`config.mk`:
```
export PLATFORM = sky130hd
export DESIGN_NAME = beat_master
export DESIGN_NICKNAME = d
export VERILOG_FILES = /design/src/rtl/beat_master.sv
export SDC_FILE = /design/constraint.sdc
export NUM_CORES = 1
export LEC_CHECK = 0
export BUFFER_PORTS_ARGS = -buffer_cell sky130_fd_sc_hd__buf_2
export CORE_UTILIZATION = 31
export DETAILED_ROUTE_END_ITERATION = 10
export PLACE_DENSITY = 0.52
export SETUP_SLACK_MARGIN = 0.3
export SYNTH_ARGS = -nofsm -noshare
export SYNTH_HDL_FRONTEND = slang
export SYNTH_SLANG_ARGS = --single-unit
```
`constraint.sdc`:
```
create_clock -name sys_clk -period 2.75 [get_ports sys_clk]
set_input_delay 0.6875 -clock sys_clk [delete_from_list [all_inputs] [get_ports sys_clk]]
set_output_delay 0.6875 -clock sys_clk [all_outputs]
set_load 0.01 [all_outputs]
```
`src/rtl/beat_master.sv`:
```
// Burst beat generator: issues len incrementing data beats from seed over valid/data/ready, with optional idle gaps.
// Latency: first valid_out one cycle after an accepted start; one beat per cycle when gap=0 and ready_in=1.
// Backpressure: valid_out/data_out hold while ready_in=0; every output is registered, so none depends combinationally on ready_in.
module beat_master #(
  parameter int DATA_W = 3,
  parameter int LEN_W  = 4,
  parameter int GAP_W  = 2
) (
  input  logic              sys_clk,
  input  logic              rst,
  input  logic              start,
  input  logic [LEN_W-1:0]  len,
  input  logic [DATA_W-1:0] seed,
  input  logic [GAP_W-1:0]  gap,
  input  logic              ready_in,
  output logic              valid_out,
  output logic [DATA_W-1:0] data_out,
  output logic              busy,
  output logic              done,
  output logic [LEN_W-1:0]  sent_cnt
);

  typedef enum logic [1:0] {
    S_IDLE = 2'd0,
    S_SEND = 2'd1,
    S_GAP  = 2'd2,
    S_DONE = 2'd3
  } state_t;

  localparam logic [LEN_W-1:0]  LEN_ONE  = {{(LEN_W-1){1'b0}}, 1'b1};
  localparam logic [DATA_W-1:0] DATA_ONE = {{(DATA_W-1){1'b0}}, 1'b1};
  localparam logic [GAP_W-1:0]  GAP_ONE  = {{(GAP_W-1){1'b0}}, 1'b1};

  state_t            state, state_nxt;
  logic [LEN_W-1:0]  len_q, len_nxt;
  logic [GAP_W-1:0]  gap_q, gap_nxt;
  logic [GAP_W-1:0]  gap_cnt, gap_cnt_nxt;
  logic              valid_nxt;
  logic [DATA_W-1:0] data_nxt;
  logic [LEN_W-1:0]  sent_nxt;
  logic              busy_nxt;
  logic              done_nxt;
  logic              xfer;
  logic [LEN_W-1:0]  sent_inc;
  logic              last_beat;

  // A beat moves on any edge where the registered valid meets the slave's ready.
  assign xfer      = valid_out & ready_in;
  assign sent_inc  = sent_cnt + LEN_ONE;
  assign last_beat = (sent_inc == len_q);

  // Next-state and next-output decode; every target gets a hold default first.
  always_comb begin
    state_nxt   = state;
    len_nxt     = len_q;
    gap_nxt     = gap_q;
    gap_cnt_nxt = gap_cnt;
    valid_nxt   = valid_out;
    data_nxt    = data_out;
    sent_nxt    = sent_cnt;

    case (state)
      S_IDLE: begin
        valid_nxt = 1'b0;
        if (start) begin
          len_nxt  = len;
          gap_nxt  = gap;
          sent_nxt = '0;
          data_nxt = seed;
          if (len == '0) begin
            state_nxt = S_DONE;
          end else begin
            state_nxt = S_SEND;
            valid_nxt = 1'b1;
          end
        end
      end

      S_SEND: begin
        // Without a transfer everything holds, which keeps valid/data stable.
        if (xfer) begin
          sent_nxt = sent_inc;
          // data_out advances on every transfer so a gap resumes at previous+1.
          data_nxt = data_out + DATA_ONE;
          if (last_beat) begin
            state_nxt = S_DONE;
            valid_nxt = 1'b0;
          end else if (gap_q == '0) begin
            valid_nxt = 1'b1;
          end else begin
            state_nxt   = S_GAP;
            valid_nxt   = 1'b0;
            gap_cnt_nxt = gap_q - GAP_ONE;
          end
        end
      end

      S_GAP: begin
        // gap_cnt counts down the remaining idle cycles after this one.
        valid_nxt = 1'b0;
        if (gap_cnt == '0) begin
          state_nxt = S_SEND;
          valid_nxt = 1'b1;
        end else begin
          gap_cnt_nxt = gap_cnt - GAP_ONE;
        end
      end

      S_DONE: begin
        // Completion cycle; start is not looked at here, only from IDLE.
        valid_nxt = 1'b0;
        state_nxt = S_IDLE;
      end

      default: begin
        valid_nxt = 1'b0;
        state_nxt = S_IDLE;
      end
    endcase

    busy_nxt = (state_nxt != S_IDLE);
    done_nxt = (state_nxt == S_DONE);
  end

  // State, captured burst parameters and registered outputs; reset clears all immediately.
  always_ff @(posedge sys_clk or posedge rst) begin
    if (rst) begin
      state     <= S_IDLE;
      len_q     <= '0;
      gap_q     <= '0;
      gap_cnt   <= '0;
      valid_out <= 1'b0;
      data_out  <= '0;
      busy      <= 1'b0;
      done      <= 1'b0;
      sent_cnt  <= '0;
    end else begin
      state     <= state_nxt;
      len_q     <= len_nxt;
      gap_q     <= gap_nxt;
      gap_cnt   <= gap_cnt_nxt;
      valid_out <= valid_nxt;
      data_out  <= data_nxt;
      busy      <= busy_nxt;
      done      <= done_nxt;
      sent_cnt  <= sent_nxt;
    end
  end

endmodule

```
* After elaboration in Yosys (flattened, before gate mapping)
Cells that the tools add are included.
** Word-level totals
- Bits of input ports :: 13
- Logic and storage cells :: 59
- Register bits :: 20
** Operators by class
- Mux-type cells :: 25
- Add/sub/neg operators :: 4
- Equality and inequality tests :: 10
- Reduce and logical (&&, ||, !) cells :: 10
- Bitwise operators :: 1
** Operator list (number)
- 2-bit two-way mux :: 10
- 2-bit != test (second input constant) :: 5
- 4-bit two-way mux :: 2
- 2-bit one-hot mux with 4 select lines :: 1
- 4-bit one-hot mux with 2 select lines :: 1
- 2-bit equality test (second input constant) :: 3
- 2-bit logical NOT :: 3
- 1-bit two-way mux :: 6
- 3-bit two-way mux :: 2
- 3-bit one-hot mux with 2 select lines :: 1
- 2-bit nonzero test :: 3
- 5-bit AND reduction :: 1
- 4-bit by 1-bit adder with 4-bit output (second input constant) :: 1
- 4-bit equality test :: 1
- 4-bit logical NOT :: 1
- 1-bit one-hot mux with 4 select lines :: 1
- 2-bit one-hot mux with 2 select lines :: 1
- 2-bit by 1-bit subtractor with 2-bit output (second input constant) :: 2
- 3-bit by 1-bit adder with 3-bit output (second input constant) :: 1
- 3-bit AND reduction :: 1
- 2-bit by 1-bit equality test with 1-bit output (second input constant) :: 1
- 2-bit AND reduction :: 1
- 1-bit AND :: 1

* Logic depth before layout (Yosys ltp)
- Depth after elaboration :: 6
- Depth in mapped cells :: 6

* Least setup slack after synthesis
No wires, ideal clock.
- Path kind :: reg-to-reg
- Start :: register sent_cnt[0]
- End :: register gap_cnt[0]
- Arrival :: 1.617 ns
- Period minus slack after synthesis :: 1.709 ns
- Slack :: 1.041 ns
- Cell stages (with the launch flop) :: 7
- Cells stage by stage :: dfrtp_1 > ha_1 > xnor2_1 > nand3_2 > or2_4 > and4_4 > o31ai_2
** On the way
- Word-level cells in the longest chain between the ends :: 4
** Ends and longest elaborated chain
- from (decl) :: RTL line 20 : output logic [LEN_W-1:0] sent_cnt
- from (signal assigned) :: RTL line 146 : sent_cnt <= sent_nxt;
- 4-bit by 1-bit adder with 4-bit output :: RTL line 49 : assign sent_inc = sent_cnt + LEN_ONE;
- 4-bit equality test :: RTL line 50 : assign last_beat = (sent_inc == len_q);
- 2-bit != test (no source line)
- 5-bit AND reduction (no source line)
- to (signal assigned) :: RTL line 141 : gap_cnt <= gap_cnt_nxt;
- to (decl) :: RTL line 37 : logic [GAP_W-1:0] gap_cnt, gap_cnt_nxt;
No other way between the ends.
A chain may end at the register's enable or synchronous reset.

* Final worst setup path
Same ends and word-level chain as after synthesis.

==> Flow_metrics.wiki <==
{| class="wikitable"
! Metric !! Value
|-
| Post-route clock period utilization || 0.6539
|-
| Outcome || complete, no violations
|-
| CTS clock-pin slew for the worst setup and hold paths || 0.13 ns
|-
| Finished Core Util || 0.3955
|-
| Via count of the first global-routing pass || 815
|-
| Flip-flop cell with the highest count after synthesis || dfrtp_1
|-
| Leakage power figure || 0.6070 nW
|-
| Final total power || 0.0004898 W
|-
| Proportion of synthesized chip area in sequential cells || 0.4902
|-
| Yosys warns || 0
|-
| Post-route worst hold slack || 0.4933 ns
|-
| Cell row count || 20
|-
| Synthesized flop and latch total || 20
|-
| Most frequent standard cell in the layout excluding fill and tap cells || nand2_1
|-
| Worst-path fanout max || 6
|-
| Number of antenna violations at the first check in global routing || 0
|-
| Type of origin of the critical path || flop
|-
| Count of flip-flops with a built-in enable after synthesis || 0
|-
| TNS Setup || 0 ns
|-
| Destination of the worst register-to-register timing path || gap_cnt[0]$_DFFE_PP0P_
|-
| Synth unique cells || 35
|-
| VDD IR-drop max || 119.7 uV
|-
| CTS Buffer Depth || 2
|-
| Wire length after detailed routing || 2156 um
|-
| Number of hold-repair buffers added at the cts stage || 0
|-
| CTS Buf Count || 3
|-
| Post-Syn Instances || 108
|-
| RSZ-0062 raised after global routing || false
|-
| Ranking of synthesized cells by area || dfrtp_1 49%, nand2_1 9.6%, o21ai_0 4.4%
|-
| Post-CTS sizing || 0
|-
| Max Fclk || 556.1 MHz
|-
| Initial Utilization || 0.3317
|-
| Required @ worst endpoint || 2.97 ns
|-
| HPWL after detailed placement || 1592 um
|-
| Post-layout net count || 149
|-
| Horizontal die dimension || 59.39 um
|-
| Final antenna-violating net count || 0
|-
| Boundary pin count || 23
|-
| Cell accounting for the most synthesized area || dfrtp_1
|-
| Slowest cell on the critical path || dfrtp_1
|-
| Vias per cell || 4.751
|-
| H-tree level count || 1
|-
| Worst Path Class, Setup || reg2reg
|-
| Maximum number of pins on one net before global-route repair || 21
|-
| Area share of the largest cell type after synthesis || 0.4902
|-
| Critical path's largest stage delay || 0.46 ns
|-
| Slew headroom || 0.4913
|-
| Detail-routed net length per standard cell || 12.18 um
|-
| Skew final || 0.005576 ns
|-
| Final setup violation count || 0
|-
| Asr flop ratio synth || 1.000
|-
| Setup slack of the most critical reg-to-reg path || 0.95 ns
|-
| Grt total ovfl || 0
|-
| Total power density per cell area || 402.3 nW/um^2
|-
| Data arrival at the endpoint of the critical path || 2.02 ns
|-
| Die Footprint || 3527 sq um
|-
| Post-Syn Nets || 123
|-
| Global placer's final weighted congestion || 0.8275
|-
| Max cap viols || 0
|-
| Shortest clock period the worst path allows after layout || 1.798 ns
|-
| Tightest Pin Transition || 0.7621 ns
|-
| Critical path capture point type || flop
|-
| Pre-antenna DRT Iters || 4
|-
| Area of the mapped netlist || 1021 sq um
|-
| Total routing usage reported by global routing || 0.1438
|-
| Vert. Die Dim || 59.39 um
|-
| Final antenna diode count || 0
|-
| Mean instance size in the synthesized netlist || 9.454 sq um
|-
| Area growth, synth to finish || 19.24%
|-
| Initial DRC count || 35
|-
| Min-delay worst type || in2async
|-
| Fin area || 1217 sq um
|-
| Placeable core region || 3078 sq um
|-
| Clk sinks || 20
|-
| Post-CTS Setup Inserts || 0
|-
| Proportion of layout cells with a drive suffix above 1 || 0.2481
|-
| Drc violations || 0
|-
| Number of hold-slack violations in the final timing report || 0
|-
| Via total after detailed routing || 841
|-
| Clock Tree Root || clkbuf_4
|-
| Number of port buffers || 22
|-
| CTS tree || done
|-
| Depth of the worst register-to-register path || 6
|-
| List of cells traversed by the critical path || ha_1 -> xnor2_1 -> nand3_2 -> or2_4 -> and4_4 -> o31ai_2
|-
| Worst flop-to-flop path startpoint || sent_cnt[0]$_DFFE_PP0P_
|-
| Area post-placement || 1181 sq um
|-
| Wire length of the first global-routing pass || 3760 um
|-
| Worst-Skew Late Latency || 0.30 ns
|-
| Leading cell types in the layout, fill and taps excluded || 26 x nand2_1, 22 x buf_2, 20 x dfrtp_1
|-
| Final slew viol count || 0
|}
-- cell type report --
cell class	count	area (sq um)
Sequential cell	20	500.5
Clock buffer	4	36.28
Multi-Input combinational cell	86	511.7
Fill cell	341	1861
Inverter	1	3.754
Tap cell	44	55.05
Timing Repair Buffer	22	110.1
-- worst max-delay path: cells and delay by family (launching register included) --
| kind | cells | cell delay (ns) |
|---|---|---|
| and+or+nand+nor | 3 | 0.58 |
| AOI/OAI and AO/OA | 1 | 0.16 |
| DFF | 1 | 0.46 |
| xor gates and xnor gates | 1 | 0.17 |
| adders and majority gates | 1 | 0.35 |
-- cell families (layout without fill, tap and decap cells) --
kind of cell | count (synthesis) | after routing | share of synthesized area
XOR/XNOR | 6 | 6 | 0.06496
AND/OR/NAND/NOR | 52 | 52 | 0.2439
adder cells (fa/ha/maj) | 2 | 2 | 0.02451
multiplexers | 2 | 2 | 0.01961
AO/OA/AOI/OAI | 24 | 24 | 0.1483
flip-flops | 20 | 20 | 0.4902
buffers and inverters | 2 | 27 | 0.008570
-- power breakdown --
part / total (W) / switching (W) / internal [W]
Sequential: 0.000294 / 0 / 0.000294
Combinational: 0.0000168 / 0.0000101 / 0.00000671
Clock: 0.000179 / 0.0000982 / 0.0000807
-- stage by stage --
| step | worst slack [ns] | instances |
|---|---|---|
| final | 0.9517 | 177 |
| after floorplan | 1.041 | 108 |
| after global placement | 0.9634 | 173 |
| after global routing | 0.7916 | 177 |
| after CTS | 0.9283 | 177 |
| after detailed placement | 0.9503 | 173 |
-- per-layer routing --
layer,vias up,track usage,share of wire
met5,-,0,0
met4,0,0.05102,0.013
met3,4,0.01965,0.040
met2,19,0.2295,0.43
met1,391,0.1989,0.52
li1,427,-,-
-- cell usage after synthesis, types with 2 or more instances --
| cell type | n |
|---|---|
| nand2_1 | 26 |
| dfrtp_1 | 20 |
| nor2_1 | 10 |
| o21ai_0 | 9 |
| a21oi_1 | 4 |
| xor2_1 | 3 |
| a31oi_1 | 2 |
| ha_1 | 2 |
| mux2i_1 | 2 |
| nand2b_1 | 2 |
| nand3_1 | 2 |
| nor3b_1 | 2 |
| xnor2_1 | 2 |
-- registers in the layout, summed over array words and instances, names as in the netlist --
register   count
gap_q          2
busy           1
sent_cnt       4
done           1
state          2
data_out       3
valid_out      1
len_q          4
gap_cnt        2
-- how the worst max path moves through the flow --
stage	start	to	slack, ns	cells after the start
after floorplan	sent_cnt[0]$_DFFE_PP0P_	gap_cnt[0]$_DFFE_PP0P_	1.04	6
after global placement	sent_cnt[0]$_DFFE_PP0P_	busy$_DFF_PP0_	0.96	6
after detailed placement	start	sent_cnt[2]$_DFFE_PP0P_	0.95	5
after CTS	sent_cnt[0]$_DFFE_PP0P_	gap_cnt[0]$_DFFE_PP0P_	0.93	6
after global routing	sent_cnt[0]$_DFFE_PP0P_	gap_cnt[0]$_DFFE_PP0P_	0.79	6
final	sent_cnt[0]$_DFFE_PP0P_	gap_cnt[0]$_DFFE_PP0P_	0.95	6
(Power assumes the default switching activity.)
